===== src/rtl/mips_ctrl_pkg.sv =====
// Shared definitions for the MIPS control units.
// Holds the opcode constants, the multi-cycle state encoding, the mux and
// ALU-op encodings, and the packed control word that the output decoder
// produces. The single-cycle opcode decoder uses the same opcode constants.
package mips_ctrl_pkg;

    // Instruction opcodes (IR bits [31:26])
    localparam logic [5:0] LW    = 6'b100011;
    localparam logic [5:0] SW    = 6'b101011;
    localparam logic [5:0] RTYPE = 6'b000000;
    localparam logic [5:0] ADDI  = 6'b001000;
    localparam logic [5:0] BEQ   = 6'b000100;
    localparam logic [5:0] BNE   = 6'b000101;
    localparam logic [5:0] J     = 6'b000010;

    // Multi-cycle controller states; the encodings are visible on state_dbg
    typedef enum logic [3:0] {
        IDLE     = 4'd0,
        FETCH    = 4'd1,
        DECODE   = 4'd2,
        MEMADR   = 4'd3,
        MEMREAD  = 4'd4,
        MEMWB    = 4'd5,
        MEMWRITE = 4'd6,
        EXECUTE  = 4'd7,
        ALUWB    = 4'd8,
        BRANCH   = 4'd9,
        ADDIEX   = 4'd10,
        ADDIWB   = 4'd11,
        JUMP     = 4'd12
    } state_t;

    // ALU operation requested from the ALU decoder
    localparam logic [1:0] ALUOP_ADD   = 2'b00;
    localparam logic [1:0] ALUOP_SUB   = 2'b01;
    localparam logic [1:0] ALUOP_FUNCT = 2'b10;

    // PC source select
    localparam logic [1:0] PCSRC_ALU    = 2'b00;
    localparam logic [1:0] PCSRC_ALUOUT = 2'b01;
    localparam logic [1:0] PCSRC_JUMP   = 2'b10;

    // ALU operand B select
    localparam logic [1:0] ALUSRCB_REGB  = 2'b00;
    localparam logic [1:0] ALUSRCB_FOUR  = 2'b01;
    localparam logic [1:0] ALUSRCB_IMM   = 2'b10;
    localparam logic [1:0] ALUSRCB_IMMSH = 2'b11;

    // Full set of datapath controls for one cycle
    typedef struct packed {
        logic       iord;
        logic       irwrite;
        logic       pcwrite;
        logic       branch;
        logic       branchNe;
        logic       alusrca;
        logic       regdst;
        logic       memtoreg;
        logic       regwrite;
        logic       memread;
        logic       memwrite;
        logic [1:0] pcsrc;
        logic [1:0] alusrcb;
        logic [1:0] aluop;
    } ctrl_t;

endpackage


===== src/rtl/mips_ctrl_outdec.sv =====
// Moore output decoder for the multi-cycle MIPS controller.
// Purely combinational: maps the registered state to the datapath control
// word. The only non-state inputs are the effective memory-ready (which
// qualifies the IR/PC writes of the accepting FETCH cycle) and a flag that
// steers the branch-compare sense in BRANCH.
// Ports:
//   state_i     - current controller state
//   mem_ready_i - memory access completes this cycle (already MEM_WAIT-qualified)
//   is_bne_i    - the instruction in the IR is bne rather than beq
//   ctrl_o      - control word for this cycle
module mips_ctrl_outdec
    import mips_ctrl_pkg::*;
(
    input  state_t     state_i,
    input  logic       mem_ready_i,
    input  logic       is_bne_i,
    output ctrl_t      ctrl_o
);

    // Every control defaults low, so IDLE and any unused encoding are inert
    always_comb begin
        ctrl_o = '0;
        case (state_i)
            FETCH: begin
                ctrl_o.memread = 1'b1;
                ctrl_o.alusrcb = ALUSRCB_FOUR;
                ctrl_o.pcsrc   = PCSRC_ALU;
                // IR and PC only capture in the cycle the fetch completes
                ctrl_o.irwrite = mem_ready_i;
                ctrl_o.pcwrite = mem_ready_i;
            end
            DECODE: begin
                ctrl_o.alusrcb = ALUSRCB_IMMSH;
            end
            MEMADR: begin
                ctrl_o.alusrca = 1'b1;
                ctrl_o.alusrcb = ALUSRCB_IMM;
            end
            MEMREAD: begin
                ctrl_o.iord    = 1'b1;
                ctrl_o.memread = 1'b1;
            end
            MEMWB: begin
                ctrl_o.regwrite = 1'b1;
                ctrl_o.memtoreg = 1'b1;
            end
            MEMWRITE: begin
                ctrl_o.iord     = 1'b1;
                ctrl_o.memwrite = 1'b1;
            end
            EXECUTE: begin
                ctrl_o.alusrca = 1'b1;
                ctrl_o.aluop   = ALUOP_FUNCT;
            end
            ALUWB: begin
                ctrl_o.regdst   = 1'b1;
                ctrl_o.regwrite = 1'b1;
            end
            BRANCH: begin
                ctrl_o.alusrca  = 1'b1;
                ctrl_o.aluop    = ALUOP_SUB;
                ctrl_o.pcsrc    = PCSRC_ALUOUT;
                ctrl_o.branch   = ~is_bne_i;
                ctrl_o.branchNe = is_bne_i;
            end
            ADDIEX: begin
                ctrl_o.alusrca = 1'b1;
                ctrl_o.alusrcb = ALUSRCB_IMM;
            end
            ADDIWB: begin
                ctrl_o.regwrite = 1'b1;
            end
            JUMP: begin
                ctrl_o.pcwrite = 1'b1;
                ctrl_o.pcsrc   = PCSRC_JUMP;
            end
            default: ;
        endcase
    end

endmodule


===== src/rtl/mips_multicycle_ctrl.sv =====
// Main control unit for the multi-cycle MIPS datapath.
// Holds the state register, the next-state logic and the retired-instruction
// counter; the per-state control word comes from mips_ctrl_outdec.
// Ports:
//   clk, rst_n           - clock and asynchronous active-low reset
//   opcode               - IR bits [31:26], examined in DECODE and MEMADR
//   mem_ready            - memory access completes this cycle
//   iord .. memwrite     - single-bit datapath controls
//   pcsrc, alusrcb       - datapath mux selects
//   aluop                - operation code for the ALU decoder
//   illegal_op           - pulses in DECODE when the opcode is unknown
//   retired              - completed-instruction count (wraps)
//   state_dbg            - current state encoding
module mips_multicycle_ctrl
    import mips_ctrl_pkg::*;
#(
    parameter int OPCODE_W = 6,
    parameter int ALUOP_W  = 2,
    parameter int MEM_WAIT = 1,
    parameter int CNT_W    = 32
) (
    input  logic                clk,
    input  logic                rst_n,
    input  logic [OPCODE_W-1:0] opcode,
    input  logic                mem_ready,
    output logic                iord,
    output logic                irwrite,
    output logic                pcwrite,
    output logic                branch,
    output logic                branch_ne,
    output logic                alusrca,
    output logic                regdst,
    output logic                memtoreg,
    output logic                regwrite,
    output logic                memread,
    output logic                memwrite,
    output logic [1:0]          pcsrc,
    output logic [1:0]          alusrcb,
    output logic [ALUOP_W-1:0]  aluop,
    output logic                illegal_op,
    output logic [CNT_W-1:0]    retired,
    output logic [3:0]          state_dbg
);

    state_t           state_q, state_d;
    logic [CNT_W-1:0] retired_q, retired_d;
    logic             ready;
    logic             isLw, isSw, isRtype, isAddi, isBeq, isBne, isJ, isKnown;
    logic             retireEvt;
    ctrl_t            ctrl;

    // Without wait states the memory is assumed to answer every cycle
    assign ready = (MEM_WAIT == 0) ? 1'b1 : mem_ready;

    assign isLw    = (opcode == OPCODE_W'(LW));
    assign isSw    = (opcode == OPCODE_W'(SW));
    assign isRtype = (opcode == OPCODE_W'(RTYPE));
    assign isAddi  = (opcode == OPCODE_W'(ADDI));
    assign isBeq   = (opcode == OPCODE_W'(BEQ));
    assign isBne   = (opcode == OPCODE_W'(BNE));
    assign isJ     = (opcode == OPCODE_W'(J));
    assign isKnown = isLw | isSw | isRtype | isAddi | isBeq | isBne | isJ;

    // State register and retired counter
    always_ff @(posedge clk or negedge rst_n) begin
        if (!rst_n) begin
            state_q   <= IDLE;
            retired_q <= '0;
        end else begin
            state_q   <= state_d;
            retired_q <= retired_d;
        end
    end

    // Next-state logic; memory states hold until the access completes
    always_comb begin
        state_d = state_q;
        case (state_q)
            IDLE:     state_d = FETCH;
            FETCH:    if (ready) state_d = DECODE;
            DECODE: begin
                if (isLw || isSw)         state_d = MEMADR;
                else if (isRtype)         state_d = EXECUTE;
                else if (isAddi)          state_d = ADDIEX;
                else if (isBeq || isBne)  state_d = BRANCH;
                else if (isJ)             state_d = JUMP;
                else                      state_d = FETCH;
            end
            // The IR is frozen outside FETCH, so the opcode still names lw/sw
            MEMADR:   state_d = isLw ? MEMREAD : MEMWRITE;
            MEMREAD:  if (ready) state_d = MEMWB;
            MEMWRITE: if (ready) state_d = FETCH;
            EXECUTE:  state_d = ALUWB;
            ADDIEX:   state_d = ADDIWB;
            MEMWB, ALUWB, ADDIWB, BRANCH, JUMP: state_d = FETCH;
            default:  state_d = IDLE;
        endcase
    end

    // An instruction retires when its last state hands back to FETCH;
    // the illegal-opcode return from DECODE deliberately does not count
    always_comb begin
        retireEvt = (state_d == FETCH) &&
                    (state_q inside {MEMWB, MEMWRITE, ALUWB, ADDIWB, BRANCH, JUMP});
        retired_d = retireEvt ? retired_q + CNT_W'(1) : retired_q;
    end

    // Output decode from the registered state
    mips_ctrl_outdec u_outdec (
        .state_i     (state_q),
        .mem_ready_i (ready),
        .is_bne_i    (isBne),
        .ctrl_o      (ctrl)
    );

    always_comb begin
        iord       = ctrl.iord;
        irwrite    = ctrl.irwrite;
        pcwrite    = ctrl.pcwrite;
        branch     = ctrl.branch;
        branch_ne  = ctrl.branchNe;
        alusrca    = ctrl.alusrca;
        regdst     = ctrl.regdst;
        memtoreg   = ctrl.memtoreg;
        regwrite   = ctrl.regwrite;
        memread    = ctrl.memread;
        memwrite   = ctrl.memwrite;
        pcsrc      = ctrl.pcsrc;
        alusrcb    = ctrl.alusrcb;
        aluop      = ALUOP_W'(ctrl.aluop);
        illegal_op = (state_q == DECODE) && !isKnown;
        retired    = retired_q;
        state_dbg  = state_q;
    end

endmodule


===== config.mk =====
export PLATFORM = sky130hd
export DESIGN_NAME = mips_multicycle_ctrl
export DESIGN_NICKNAME = d
export VERILOG_FILES = /design/src/rtl/mips_ctrl_pkg.sv /design/src/rtl/mips_ctrl_outdec.sv /design/src/rtl/mips_multicycle_ctrl.sv
export SDC_FILE = /design/constraint.sdc
export NUM_CORES = 1
export LEC_CHECK = 0
export CORE_MARGIN = 5
export CORE_UTILIZATION = 30
export CTS_BUF_LIST = sky130_fd_sc_hd__clkbuf_8
export DETAILED_ROUTE_END_ITERATION = 7
export GPL_ROUTABILITY_DRIVEN = 0
export GPL_TIMING_DRIVEN = 0
export PLACE_DENSITY_LB_ADDON = 0.08
export SYNTH_ARGS = -nofsm -noshare
export SYNTH_HDL_FRONTEND = slang
export SYNTH_HIERARCHICAL = 1
export SYNTH_SLANG_ARGS = --single-unit

===== constraint.sdc =====
create_clock -name clk -period 3.19 [get_ports clk]
set_input_delay 0.319 -clock clk [delete_from_list [all_inputs] [get_ports clk]]
set_output_delay 0.319 -clock clk [all_outputs]
set_load 0.02 [all_outputs]

# Word-level counts from Yosys, hierarchy flattened
# Index checks and enable logic that the tools add are counted.
# W data, S select, Z words.
[op_classes]
add_sub_neg = 1
n_reduce_logical = 14
bitwise_logic = 7
mux = 23
eq_ne = 19
[ops]
columns = ["operator", "count"]
rows = [
  ["$add A32 B1 Y32 const B", 1],
  ["$mux W4", 8],
  ["$pmux W4 S8", 1],
  ["$eq A4 B4 Y1 const B", 5],
  ["$eq A4 B3 Y1 const B", 4],
  ["$eq A6 B3 Y1 const B", 2],
  ["$eq A6 B6 Y1 const B", 2],
  ["$eq A4 B1 Y1 const B", 2],
  ["$eq A4 B2 Y1 const B", 2],
  ["$mux W1", 8],
  ["$pmux W2 S2", 2],
  ["$eq A6 B2 Y1 const B", 1],
  ["$eq A6 B4 Y1 const B", 1],
  ["$logic_not A6 Y1", 1],
  ["$or A1 B1 Y1", 6],
  ["$pmux W2 S3", 1],
  ["$reduce_bool A6 Y1", 1],
  ["$reduce_or A2 Y1", 3],
  ["$reduce_or A6 Y1", 1],
  ["$logic_not A4 Y1", 1],
  ["$mux W2", 2],
  ["$reduce_or A4 Y1", 1],
  ["$reduce_or A3 Y1", 1],
  ["$logic_and A1 B1 Y1", 2],
  ["other kinds (4)", 5],
]
[word_totals]
input_bits = 9
word_cells = 66
register_bits = 36
output_inout_bits = 54

# Depth between registers and ports, before layout
[logic_depth]
word_depth = 9
depth_mapped = 7
depth_no_buf = 5

# Cells and area by module
# The synthesis kept the hierarchy.
[by_module_without_submodules]
columns = ["module", "cells_each", "area_per_inst_um2", "seq_area_each_um2", "instances"]
rows = [
  ["mips_multicycle_ctrl", 188, 1915.6, 900.9, 1],
  ["mips_ctrl_outdec", 30, 242.7, 0.0, 1],
]

# Least setup slack after synthesis
# OpenSTA, ideal clock, no wires.
[synth_timing]
path_type = "register to output"
start = "register state_q[3], in the netlist state_dbg[3]"
end = "output port illegal_op"
stages_incl_launch_ff = 5
required_time_ps = 2871
setup_slack_ps = 827
n_path_buf = 1
arrival_ps = 2044
cell_sequence = "dfrtp_1 -> buf_2 -> inv_1 -> o31ai_1 -> a2111oi_0"
[synth_via]
elab_chain_cells = 2
[synth_rtl]
columns = ["element", "line_no", "rtl"]
rows = [
  ["start, declared", "mips_multicycle_ctrl.sv:45", "state_t state_q, state_d;"],
  ["start signal, assigned", "mips_multicycle_ctrl.sv:70", "state_q <= state_d;"],
  ["$eq A4 B2 Y1", "mips_multicycle_ctrl.sv:131", "illegal_op = (state_q == DECODE) && !isKnown;"],
  ["$logic_and A1 B1 Y1", "mips_multicycle_ctrl.sv:131", ""],
  ["end, declared", "mips_multicycle_ctrl.sv:40", "output logic illegal_op,"],
]
# No other way between the ends.

# Worst setup path after layout
[layout_timing]
start = "input port opcode[1]"
end = "output port illegal_op"
[layout_via]
elab_chain_cells = 9
elab_cells_between_ends = 15
cone_classes = "eq/ne (6); bitwise (6); reduce/logical (3)"
[layout_rtl]
columns = ["element", "line_no", "rtl"]
rows = [
  ["start, declared", "mips_multicycle_ctrl.sv:24", "input logic [OPCODE_W-1:0] opcode,"],
  ["$eq A6 B6 Y1 (on tied branches)", "mips_multicycle_ctrl.sv:55, mips_multicycle_ctrl.sv:56", ""],
  ["$or A1 B1 Y1 (5 in series)", "mips_multicycle_ctrl.sv:62", "assign isKnown = isLw | isSw | isRtype | isAddi | isBeq | isBne | isJ;"],
  ["$or A1 B1 Y1 (*)", "mips_multicycle_ctrl.sv:62", ""],
  ["$logic_not A1 Y1 (*)", "mips_multicycle_ctrl.sv:131", ""],
  ["$logic_and A1 B1 Y1 (*)", "mips_multicycle_ctrl.sv:131", ""],
]
# Every way passes the cells marked *; elsewhere a longest branch is shown, timed or not.

==> metrics.cfg <==
[global_routing]
grt_pass1_wl_mm = 8.80
antenna_found_initial = 0
grt_pass1_vias = 1794
grt.overflow.total = 0
busiest_layer = met2
use_met3_pct = 3.51
grt_max_degree = 37
met2_usage_pct = 18.1
track_usage_pct = 12.4
gr-usage-met1_pct = 17.3

[pwr]
ir_worst_vdd_mv = 0.378
power_leakage_uw = 0.00109
power.density_nw_per_um2 = 588
p_total_uw = 1760

[logic_synthesis]
synth_area_sq_um = 2160
postSynthCellCount = 218
synth_warnings = 6
synth-edff-count = 0
ys_types = 53
avgSynthCellArea_sq_um = 9.90
synth-seq-area-share_pct = 41.7
synth_nets = 228
ys.flop_type = dfrtp_1
async_flop_share_pct = 100
yosys_register_bits = 36

[critical_path]
cp-end-kind = output pin
reg2reg_from = state_dbg[0]$_DFF_PN0_
rrSetupSlack_ns = 1.05
reg2reg_to = retired[31]$_DFFE_PN0P_
critPathKind = input pin to output pin
cp-start-kind = input pin
reg2reg_depth = 6
path_max_fanout = 6
cp.arrival_ns = 2.39
critPathRequiredTime_ns = 2.87

[drt]
via_count = 1828
drt-initial-drc-count = 77
ant_nets = 0
wire_per_inst_um = 13.5
totalWireLength_mm = 5.21
drtPass1Iterations = 4
viasPerCell = 4.72
drc = 0

[worst_hold_path]
hp-class = input pin to async pin

[timing]
setup_viol = 0
max_slew.worst_pin.slew_ns = 0.805
rsz0062_at_grt = no
setup-tns-final_ns = 0
slew_headroom_pct = 46.4
fin_skew_ns = 0.0138
final.min_clock_period_ns = 2.70
finalMaxSlewViolations = 0
fin_ws_ns = 0.486
fin_crit_sh_pct = 84.8
fmax_mhz = 370
hold_violations = 0

[final_layout]
utilization_pct = 41.9
diodes = 0
drive_gt1_share_pct = 10.8
syn_to_final_growth_pct = 38.6
seqCellArea_sq_um = 901
fillerInstances = 733
nets = 297
multi_input_area_sq_um = 1180

[die]
start_util_pct = 30.2
core_sq_um = 7140
die_w_um = 94.8
row_count = 31
die_area_sq_um = 8990
die_y_um = 94.8
ios = 63

[cts]
numCtsBuffers = 5
clk_pin_slew_ns = 0.08
cts_resized = 0
clkSinkCount = 36
ctsHoldBuffers = 0
cts_buffer_depth = 2
clock-root-buffer = clkbuf_8
post-cts-setup-buffers = 0
cts_tree = yes
h-tree-depth = 2
clk_latency_ns = 0.29

[placed_design]
dp_hpwl_mm = 3.90
numPortBuffers = 62
pre_cts_slack_ns = 0.448

[run]
cap_violations = 0

[run_status]
status = finished clean

## layer usage
metal  vias to the layer above  wire length [um]
li1                        912                 -
met1                       858              2550
met2                        50              2260
met3                         8               324
met4                         0                77
met5                         -                 0
## cells in the final DEF (no fill, tap or decap), types with 7 or more instances in the layout
master / netlist / routed
clkdlybuf4s50_1: 0 / 61
dfrtp_1: 36 / 36
nand2_1: 25 / 25
xor2_1: 19 / 19
nor2_1: 16 / 16
xnor2_1: 15 / 15
nand3_1: 9 / 9
nor3_1: 7 / 7
## power by group
part	switching (uW)	internal, uW	leakage, uW
combinational	442	383	0.000631
sequential	92.0	504	0.000408
clock	167	172	0.0000486
total	701	1060	0.00109
## flip-flops by register name (all words and copies together) (netlist names)
name       count
state_dbg      4
retired       32
## worst max-delay path: stages
cell and delay (ns):
clkdlybuf4s50_1 0.51, xor2_1 0.20, a21oi_1 0.14, o31ai_1 0.10, a2111oi_0 0.44, clkdlybuf4s50_1 0.69
## worst max path at each step
stage                                start  depth (start not counted)         end
floorplan           state_dbg[3]$_DFF_PN0_                          4  illegal_op
global placement                 opcode[1]                          6  illegal_op
detailed placement               opcode[1]                          6  illegal_op
CTS                 state_dbg[3]$_DFF_PN0_                          5  illegal_op
global route        state_dbg[3]$_DFF_PN0_                          5  illegal_op
finish                           opcode[1]                          6  illegal_op
## cells by family (layout without fill, tap and decap cells)
group | after synthesis | in the layout | share of synthesized area, %
xor+xnor | 34 | 34 | 13.8
fa+ha+maj | 1 | 1 | 0.580
compound gates | 25 | 25 | 9.04
flops | 36 | 36 | 41.7
mux | 1 | 1 | 0.464
buf+inv | 14 | 84 | 3.71
simple gates | 107 | 107 | 30.7
## Yosys cell counts (2+ instances only)
cell type	instances	area share [%]
buf_6	2	1.0
and4_1	4	1.6
or3_1	2	0.58
and2_1	5	1.4
a211oi_1	2	0.70
inv_1	5	0.87
nor3_2	6	2.8
nor2_1	16	2.8
nand3b_1	2	0.70
a21oi_1	6	1.4
nand2_1	25	4.3
xnor2_1	15	6.1
nand4_1	4	1.2
nor3_1	7	1.6
dfrtp_1	36	42
o21ai_0	3	0.70
buf_4	2	0.70
o31ai_1	2	0.70
buf_2	4	0.93
nor3b_1	4	1.4
and4b_1	2	0.93
nor4_2	2	1.2
xor2_1	19	7.7
and3_1	5	1.4
and3b_1	2	0.81
nand3_1	9	2.1
## per-stage QoR
step	hold slack (ns)	cell area [sq um]	cells
4_1_cts	0.149	2990	387
3_5_place_dp	0.473	2900	379
6_report	0.115	2990	387
5_1_grt	0.194	2990	387
2_1_floorplan	0.0234	2160	218
3_3_place_gp	0.465	2900	379
## layout make-up
cell class                      count  area share (%)
Buffer                              9            2.05
Inverter                            5           0.627
Multi-Input combinational cell    168            39.4
Sequential cell                    36            30.1
Clock buffer                        6            2.76
Clock inverter                      2           0.376
Timing Repair Buffer               62            20.6
Tap cell                           99            4.14
Power figures use the tool's default switching activity.
